**config.mk**
```make
export PLATFORM = sky130hd
export DESIGN_NAME = crc16_append
export DESIGN_NICKNAME = d
export VERILOG_FILES = /design/src/rtl/crc16_append.sv
export SDC_FILE = /design/constraint.sdc
export NUM_CORES = 1
export LEC_CHECK = 0
export ABC_CLOCK_PERIOD_IN_PS = 4090
export CAP_MARGIN = 10
export CORE_ASPECT_RATIO = 0.7
export CORE_UTILIZATION = 55
export CTS_BUF_LIST = sky130_fd_sc_hd__clkbuf_4 sky130_fd_sc_hd__clkbuf_8
export CTS_CLUSTER_DIAMETER = 60
export CTS_CLUSTER_SIZE = 30
export DETAILED_ROUTE_END_ITERATION = 12
export GPL_ROUTABILITY_DRIVEN = 0
export PLACE_DENSITY_LB_ADDON = 0.3
export SLEW_MARGIN = 20
export SYNTH_ARGS = -nofsm -noshare
export SYNTH_HDL_FRONTEND = slang
export SYNTH_SLANG_ARGS = --single-unit
```
**constraint.sdc**
```tcl
create_clock -name clk -period 4.09 [get_ports clk]
set_input_delay 1.227 -clock clk [delete_from_list [all_inputs] [get_ports clk]]
set_output_delay 1.227 -clock clk [all_outputs]
set_load 0.05 [all_outputs]
```
**src/rtl/crc16_append.sv**
```systemverilog
// Streaming CRC-16 (poly 0x8005, MSB first) generator: forwards sop/eop framed words
// through one output register and appends the final CRC as an extra eop word.
module crc16_append #(
    parameter logic [15:0] CRC_INIT   = 16'hFFFF,
    parameter logic [15:0] CRC_XOROUT = 16'h0000
) (
    input  logic        clk,
    input  logic        rst,
    input  logic [15:0] i_data,
    input  logic        i_valid,
    input  logic        i_sop,
    input  logic        i_eop,
    output logic        o_stall,
    output logic [15:0] o_data,
    output logic        o_valid,
    output logic        o_sop,
    output logic        o_eop,
    input  logic        i_stall,
    output logic        o_err
);

    localparam logic [1:0] IDLE = 2'd0;
    localparam logic [1:0] BODY = 2'd1;
    localparam logic [1:0] CRC  = 2'd2;

    // One word of CRC-16 update, data bit 15 shifted in first.
    function automatic logic [15:0] crc16(input logic [15:0] data, input logic [15:0] crc);
        logic [15:0] c;
        logic        fb;
        c = crc;
        for (int i = 15; i >= 0; i--) begin
            fb = c[15] ^ data[i];
            c  = {c[14:0], 1'b0} ^ (fb ? 16'h8005 : 16'h0000);
        end
        return c;
    endfunction

    logic [1:0]  state_q, state_d;
    logic [15:0] crc_q, crc_d;
    logic [15:0] data_q, data_d;
    logic        valid_q, valid_d;
    logic        sop_q, sop_d;
    logic        eop_q, eop_d;
    logic        err_q, err_d;

    logic        outFree;
    logic        wordAccept;
    logic [15:0] crcSeed;
    logic [15:0] crcNext;

    assign outFree    = ~valid_q | ~i_stall;
    assign o_stall    = ~outFree | (state_q == CRC);
    assign wordAccept = i_valid & ~o_stall;

    // A sop word in IDLE restarts the CRC from CRC_INIT; otherwise the running value is used.
    assign crcSeed = (state_q == IDLE) ? CRC_INIT : crc_q;
    assign crcNext = crc16(i_data, crcSeed);

    always_comb begin
        state_d = state_q;
        crc_d   = crc_q;
        data_d  = data_q;
        valid_d = valid_q & i_stall;
        sop_d   = sop_q;
        eop_d   = eop_q;
        err_d   = 1'b0;

        case (state_q)
            IDLE: begin
                if (wordAccept) begin
                    if (i_sop) begin
                        crc_d   = crcNext;
                        data_d  = i_data;
                        valid_d = 1'b1;
                        sop_d   = 1'b1;
                        eop_d   = 1'b0;
                        state_d = i_eop ? CRC : BODY;
                    end else begin
                        err_d = 1'b1;
                    end
                end
            end
            BODY: begin
                if (wordAccept) begin
                    crc_d   = crcNext;
                    data_d  = i_data;
                    valid_d = 1'b1;
                    sop_d   = 1'b0;
                    eop_d   = 1'b0;
                    err_d   = i_sop;
                    if (i_eop) begin
                        state_d = CRC;
                    end
                end
            end
            CRC: begin
                if (outFree) begin
                    data_d  = crc_q ^ CRC_XOROUT;
                    valid_d = 1'b1;
                    sop_d   = 1'b0;
                    eop_d   = 1'b1;
                    state_d = IDLE;
                end
            end
            default: begin
                state_d = IDLE;
            end
        endcase
    end

    always_ff @(posedge clk) begin
        if (rst) begin
            state_q <= IDLE;
            crc_q   <= CRC_INIT;
            data_q  <= 16'h0000;
            valid_q <= 1'b0;
            sop_q   <= 1'b0;
            eop_q   <= 1'b0;
            err_q   <= 1'b0;
        end else begin
            state_q <= state_d;
            crc_q   <= crc_d;
            data_q  <= data_d;
            valid_q <= valid_d;
            sop_q   <= sop_d;
            eop_q   <= eop_d;
            err_q   <= err_d;
        end
    end

    assign o_data  = data_q;
    assign o_valid = valid_q;
    assign o_sop   = sop_q;
    assign o_eop   = eop_q;
    assign o_err   = err_q;

endmodule

```
==> run_results.csv, run 1 <==
group,metric,value,unit
job,maxCapViolations,0,
setup_path,worstPathMaxFanout,3,
clock_tree,numCtsBuffers,5,
routing,routed_wl,5.09,mm
pwr,ir_worst_vdd,0.292,mV
yosys,synth_cell_types,35,
yosys,syn_nets,272,
cells_and_area,fin_util,75.6,%
clock_tree,ctsHoldBuffers,0,
timing,slew_viol_final,0,
global_route,grt_util_all_layers,25.6,%
yosys,synthCells,245,
global_route,grt_max_degree,36,
routing,via_per_inst,5.47,
floorplanning,ios,43,
clock_tree,cts.clk_slew.worst_paths,0.07,ns
setup_path,worstSetupStartpointType,"input pin",
floorplanning,rows,18,
routing,vias,1831,
yosys,synthTopCellsByArea,"dfxtp_1 34%, xnor2_1 15%, nor2_1 8.6%",
floorplanning,dieHeight,55.3,um
routing,drt_iter0_drc,113,
clock_tree,htreeDepth,2,
yosys,syn_area,2230,um^2
pwr,power_density,501,nW/um^2
timing,setup_tns,0,ns
cells_and_area,syn2layout_area_growth,25.1,%
placement,portBuffers,42,
yosys,synth_area_per_cell,9.11,um^2
timing,timing.hold.ws,0.498,ns
timing,worstMarginPinSlew,0.935,ns
clock_tree,worstSkewPairLatency,0.29,ns
setup_path,worstSetupEndpointType,"output pin",
global_route,antenna_found_initial,0,
yosys,ys_seq_elements,38,
clock_tree,cts-root-buf,"clkbuf_8",
routing,ant_nets,0,
min_path,worstHoldPathType,"reg -> reg",
timing,setup_ws,0.707,ns
timing,rsz0062_at_grt,"no",
routing,drc_errors,0,
floorplanning,start_util,60.4,%
setup_path,critPathKind,"in -> out",
pwr,leakagePower,1.01,nW
clock_tree,cts_tree,"yes",
clock_tree,post_cts.repair.setup_buffers,0,
yosys,yosysSeqAreaShare,34.1,%
floorplanning,dieArea,4320,um^2
routing,first_pass_iters,4,
timing,relSlewSlack,37.7,%
global_route,grt_pass1_vias,1693,
setup_path,cp.required,2.86,ns
placement,dpl_worst_slack,0.700,ns
status,status,"completed",
routing,wl_per_cell,15.2,um
timing,hold_viol_final,0,
global_route,grt_pass1_wl,8.47,mm
timing,max_freq,0.296,GHz
timing,period_needed,3.38,ns
cells_and_area,fillers,271,
clock_tree,post_cts_resized,0,
yosys,synth_top_area_share,34.1,%
placement,dp_hpwl,3.71,mm
yosys,yosysTopAreaCell,"dfxtp_1",
cells_and_area,drive_gt1_share,7.72,%
global_route,grt.overflow.total,0,
timing,setup_viol,0,
yosys,synth-warning-count,0,
timing,finClkSkew,0.00407,ns
clock_tree,clockBufferDepth,2,
clock_tree,cts.sinks,38,
cells_and_area,num-nets-final,311,
setup_path,cp.arrival,2.16,ns
cells_and_area,diodes,0,
floorplanning,die_width,78.1,um
floorplanning,coreArea,3690,um^2
timing,period_share,82.7,%
[sequential cells by signal (all words and copies together), names as in the netlist]
name     flops
o_eop        1
o_data      16
o_valid      1
crc_q       16
o_sop        1
o_err        1
state_q      2
[synth_stat cells (all sizes together)]
library cell / number
a211o: 13
a211oi: 18
a21o: 1
a21oi: 5
a31o: 1
a31oi: 1
and2: 1
buf: 5
clkbuf: 10
dfxtp: 38
ha: 5
inv: 3
mux2: 1
mux2i: 17
nand2: 5
nand2b: 1
nand3: 2
nor2: 53
nor2b: 1
nor3: 2
o211ai: 1
o21ai: 4
o22ai: 1
or3: 1
xnor2: 39
xnor3: 2
xor2: 13
xor3: 1
[final timing paths]
check | startpoint | end | slack (ns) | depth (start not counted)
hold / removal | crc_q[2] | crc_q[2] | 0.50 | 1
setup / recovery | i_stall | o_stall | 0.71 | 4
hold reg to reg | crc_q[2] | crc_q[2] | 0.50 | 1
setup reg to reg | state_q[0] | crc_q[15] | 1.16 | 8
[critical path: stages]
cell             delay, ns
clkdlybuf4s50_1       0.45
a21oi_1               0.21
inv_1                 0.11
buf_12                0.16
[where the power goes]
group          internal [mW]  leakage (nW)  switching (mW)
logic                  0.289         0.651           0.368
registers              0.428         0.314          0.0469
clock network          0.135        0.0472           0.133
total                  0.852          1.01           0.548
[cells by family after synthesis]
logic type / count (synthesis) / share of synthesized area (%)
adder cells (fa/ha/maj): 5 / 2.80
multiplexers: 18 / 8.13
AND/OR/NAND/NOR: 66 / 12.5
AO/OA/AOI/OAI: 45 / 14.8
XOR/XNOR: 55 / 24.3
flip-flops: 38 / 34.1
buffers and inverters: 18 / 3.42
[stage by stage]
step | power [mW] | instance area (um^2) | cells
after floorplan | 0.969 | 2230 | 245
after global placement | 1.12 | 2700 | 327
after detailed placement | 1.13 | 2700 | 327
after CTS | 1.40 | 2790 | 335
after global routing | 1.48 | 2790 | 335
final | 1.40 | 2790 | 335
[area by class of cell]
class                      count  area, um^2  share of cell area, %
timing repair buffer          47         468                   16.8
inverter                       3        11.3                  0.403
clock inverter                 2        12.5                  0.448
tap                           50        62.6                   2.24
sequential                    38         761                   27.2
multi-input combinational    189        1400                   50.0
clock buffer                   6        82.6                   2.96
[per-layer routing]
metal  wire length [um]  global-route usage, %
met5                  0                      0
met4                 46                   6.61
met3                356                   6.12
met2               2230                   36.2
met1               2460                   38.6
[placed cells by master, fill, tap and decap left out, types with 2 or more instances in the layout]
cell,count
ha_1,5
clkdlybuf4s50_1,41
clkbuf_8,6
nor2_2,2
nand2_1,5
buf_4,5
a211oi_1,18
xnor2_1,38
inv_1,3
nor2_1,51
nand3_1,2
o21ai_0,2
a21oi_1,5
xor2_1,12
dfxtp_1,38
mux2i_1,17
o21ai_1,2
a211o_1,13
(Power assumes the default switching activity.)
==> inputs of run 2 (changes only) <==
--- a/config.mk
+++ b/config.mk
@@ -5,10 +5,10 @@
 export SDC_FILE = /design/constraint.sdc
 export NUM_CORES = 1
 export LEC_CHECK = 0
-export ABC_CLOCK_PERIOD_IN_PS = 4090
+export ABC_CLOCK_PERIOD_IN_PS = 2800
 export CAP_MARGIN = 10
 export CORE_ASPECT_RATIO = 0.7
-export CORE_UTILIZATION = 55
+export CORE_UTILIZATION = 48
 export CTS_BUF_LIST = sky130_fd_sc_hd__clkbuf_4 sky130_fd_sc_hd__clkbuf_8
 export CTS_CLUSTER_DIAMETER = 60
 export CTS_CLUSTER_SIZE = 30
==> constraint.sdc (replaced) <==
create_clock -name clk -period 2.8 [get_ports clk]
set_input_delay 0.84 -clock clk [delete_from_list [all_inputs] [get_ports clk]]
set_output_delay 0.84 -clock clk [all_outputs]
set_load 0.05 [all_outputs]
==> run_results.csv, run 2 (same netlist as run 1, synthesis figures left out) <==
group,metric,value,unit
timing,rsz0062_at_grt,"no",
setup_path,ff2ff_setup_slack,0.32,ns
routing,via_per_inst,5.09,
placement,place_inst,352,
timing,setup_tns,0,ns
timing,slew_viol_final,0,
timing,period_needed,2.61,ns
timing,hold_viol_final,0,
cells_and_area,num-nets-final,331,
routing,vias,1834,
floorplanning,coreArea,4400,um^2
global_route,grt.overflow.total,0,
setup_path,worst_r2r_path_depth,9,
clock_tree,post_cts.repair.setup_buffers,0,
setup_path,path_depth,4,
floorplanning,die_width,83.5,um
min_path,worstHoldPathType,"reg -> reg",
routing,drc_errors,0,
routing,first_pass_iters,4,
clock_tree,cts.clk_slew.worst_paths,0.07,ns
setup_path,cp_top_family,"buffers and inverters",
cells_and_area,final_cell_mix,"51 x nor2_1, 41 x clkdlybuf4s50_1, 38 x xnor2_1, 38 x dfxtp_1, 23 x buf_4",
setup_path,crit_path_top_delay_cell,"clkdlybuf4s50_1",
cells_and_area,final_common_cell,"nor2_1",
floorplanning,rows,20,
setup_path,r2r-start,"state_q[0]",
job,maxCapViolations,0,
timing,relSlewSlack,66.2,%
pwr,power_density,709,nW/um^2
setup_path,worstPathCellList,"clkdlybuf4s50_1, a21oi_1, inv_1, buf_12",
clock_tree,numCtsBuffers,5,
global_route,grt_util_all_layers,21.6,%
clock_tree,ctsHoldBuffers,0,
floorplanning,dieArea,4930,um^2
clock_tree,post_cts_resized,0,
cells_and_area,fillers,361,
floorplanning,ios,43,
placement,portBuffers,42,
routing,routed_wl,4.89,mm
setup_path,crit_buf_inv,3,
clock_tree,cts.sinks,38,
setup_path,worstSetupStartpointType,"input pin",
pwr,leakagePower,1.12,nW
pwr,p_total,2.11,mW
global_route,grt_pass1_wl,8.17,mm
timing,max_freq,0.383,GHz
floorplanning,dieHeight,59.1,um
global_route,grt_max_degree,36,
timing,setup_ws,0.188,ns
pwr,ir_worst_vdd,0.454,mV
routing,ant_nets,0,
clock_tree,cts_tree,"yes",
routing,wl_per_cell,13.6,um
setup_path,cp.required,1.96,ns
setup_path,startpoint,"i_stall",
timing,worstMarginPinSlew,0.505,ns
setup_path,worstPathMaxFanout,3,
timing,timing.hold.ws,0.496,ns
floorplanning,start_util,50.7,%
setup_path,cp.arrival,1.77,ns
clock_tree,clockBufferDepth,2,
setup_path,reg2reg_to,"crc_q[15]",
setup_path,crit_path_end,"o_stall",
cells_and_area,diodes,0,
cells_and_area,final_cells,360,
global_route,antenna_found_initial,0,
clock_tree,worstSkewPairLatency,0.29,ns
setup_path,critPathKind,"in -> out",
global_route,grt_pass1_vias,1672,
clock_tree,cts-root-buf,"clkbuf_8",
setup_path,cpPeakStageDelay,0.45,ns
placement,dpl_worst_slack,-0.131,ns
cells_and_area,syn2layout_area_growth,33.2,%
clock_tree,htreeDepth,2,
timing,period_share,93.3,%
status,status,"completed",
setup_path,worstSetupEndpointType,"output pin",
min_path,min_path_cells,2,
placement,dp_hpwl,3.76,mm
timing,setup_viol,0,
routing,drt_iter0_drc,134,
timing,finClkSkew,0.00250,ns
cells_and_area,drive_gt1_share,13.8,%
run 2: worst min-delay path by stage:
stage,startpoint,to,slack [ns]
after global placement,crc_q[13],crc_q[13],0.47
after detailed placement,crc_q[2],crc_q[2],0.48
after global routing,crc_q[2],crc_q[2],0.53
final,o_data[15],o_data[15],0.50
after floorplan,crc_q[13],crc_q[13],0.46
after CTS,crc_q[2],crc_q[2],0.50
run 2: layout make-up:
class / instances / area (um^2) / area share [%]
clock inverters: 2 / 12.5 / 0.421
clock buffers: 6 / 82.6 / 2.78
flip-flops and latches: 38 / 761 / 25.6
repair buffers: 67 / 643 / 21.6
multi-input cells: 189 / 1400 / 46.9
well taps: 55 / 68.8 / 2.31
inverters: 3 / 11.3 / 0.379
run 2: report_power, final:
group          internal (mW)  switching (mW)  total [mW]
combinational          0.476           0.549        1.02
clock                  0.198           0.192       0.390
sequential             0.625          0.0693       0.694
run 2: tightest hold or removal path, stage by stage (launching register included):
cell      delay (ns)
dfxtp_1         0.31
nor2_1          0.09
a211oi_1        0.05
run 2: stage by stage:
step	util, %	cell area (um^2)
2_1_floorplan	-	2230
3_3_place_gp	65.4	2880
3_5_place_dp	65.4	2880
4_1_cts	67.5	2970
5_1_grt	67.5	2970
6_report	67.5	2970
run 2: per-layer routing:
layer,up-vias,track usage [%],share of wire (%),wire length [um]
met1,832,31.9,54,2650
met4,0,5.08,0.72,35
met2,45,32.4,40,1970
met5,-,0,0,0
met3,5,4.87,4.9,239
li1,952,-,-,-
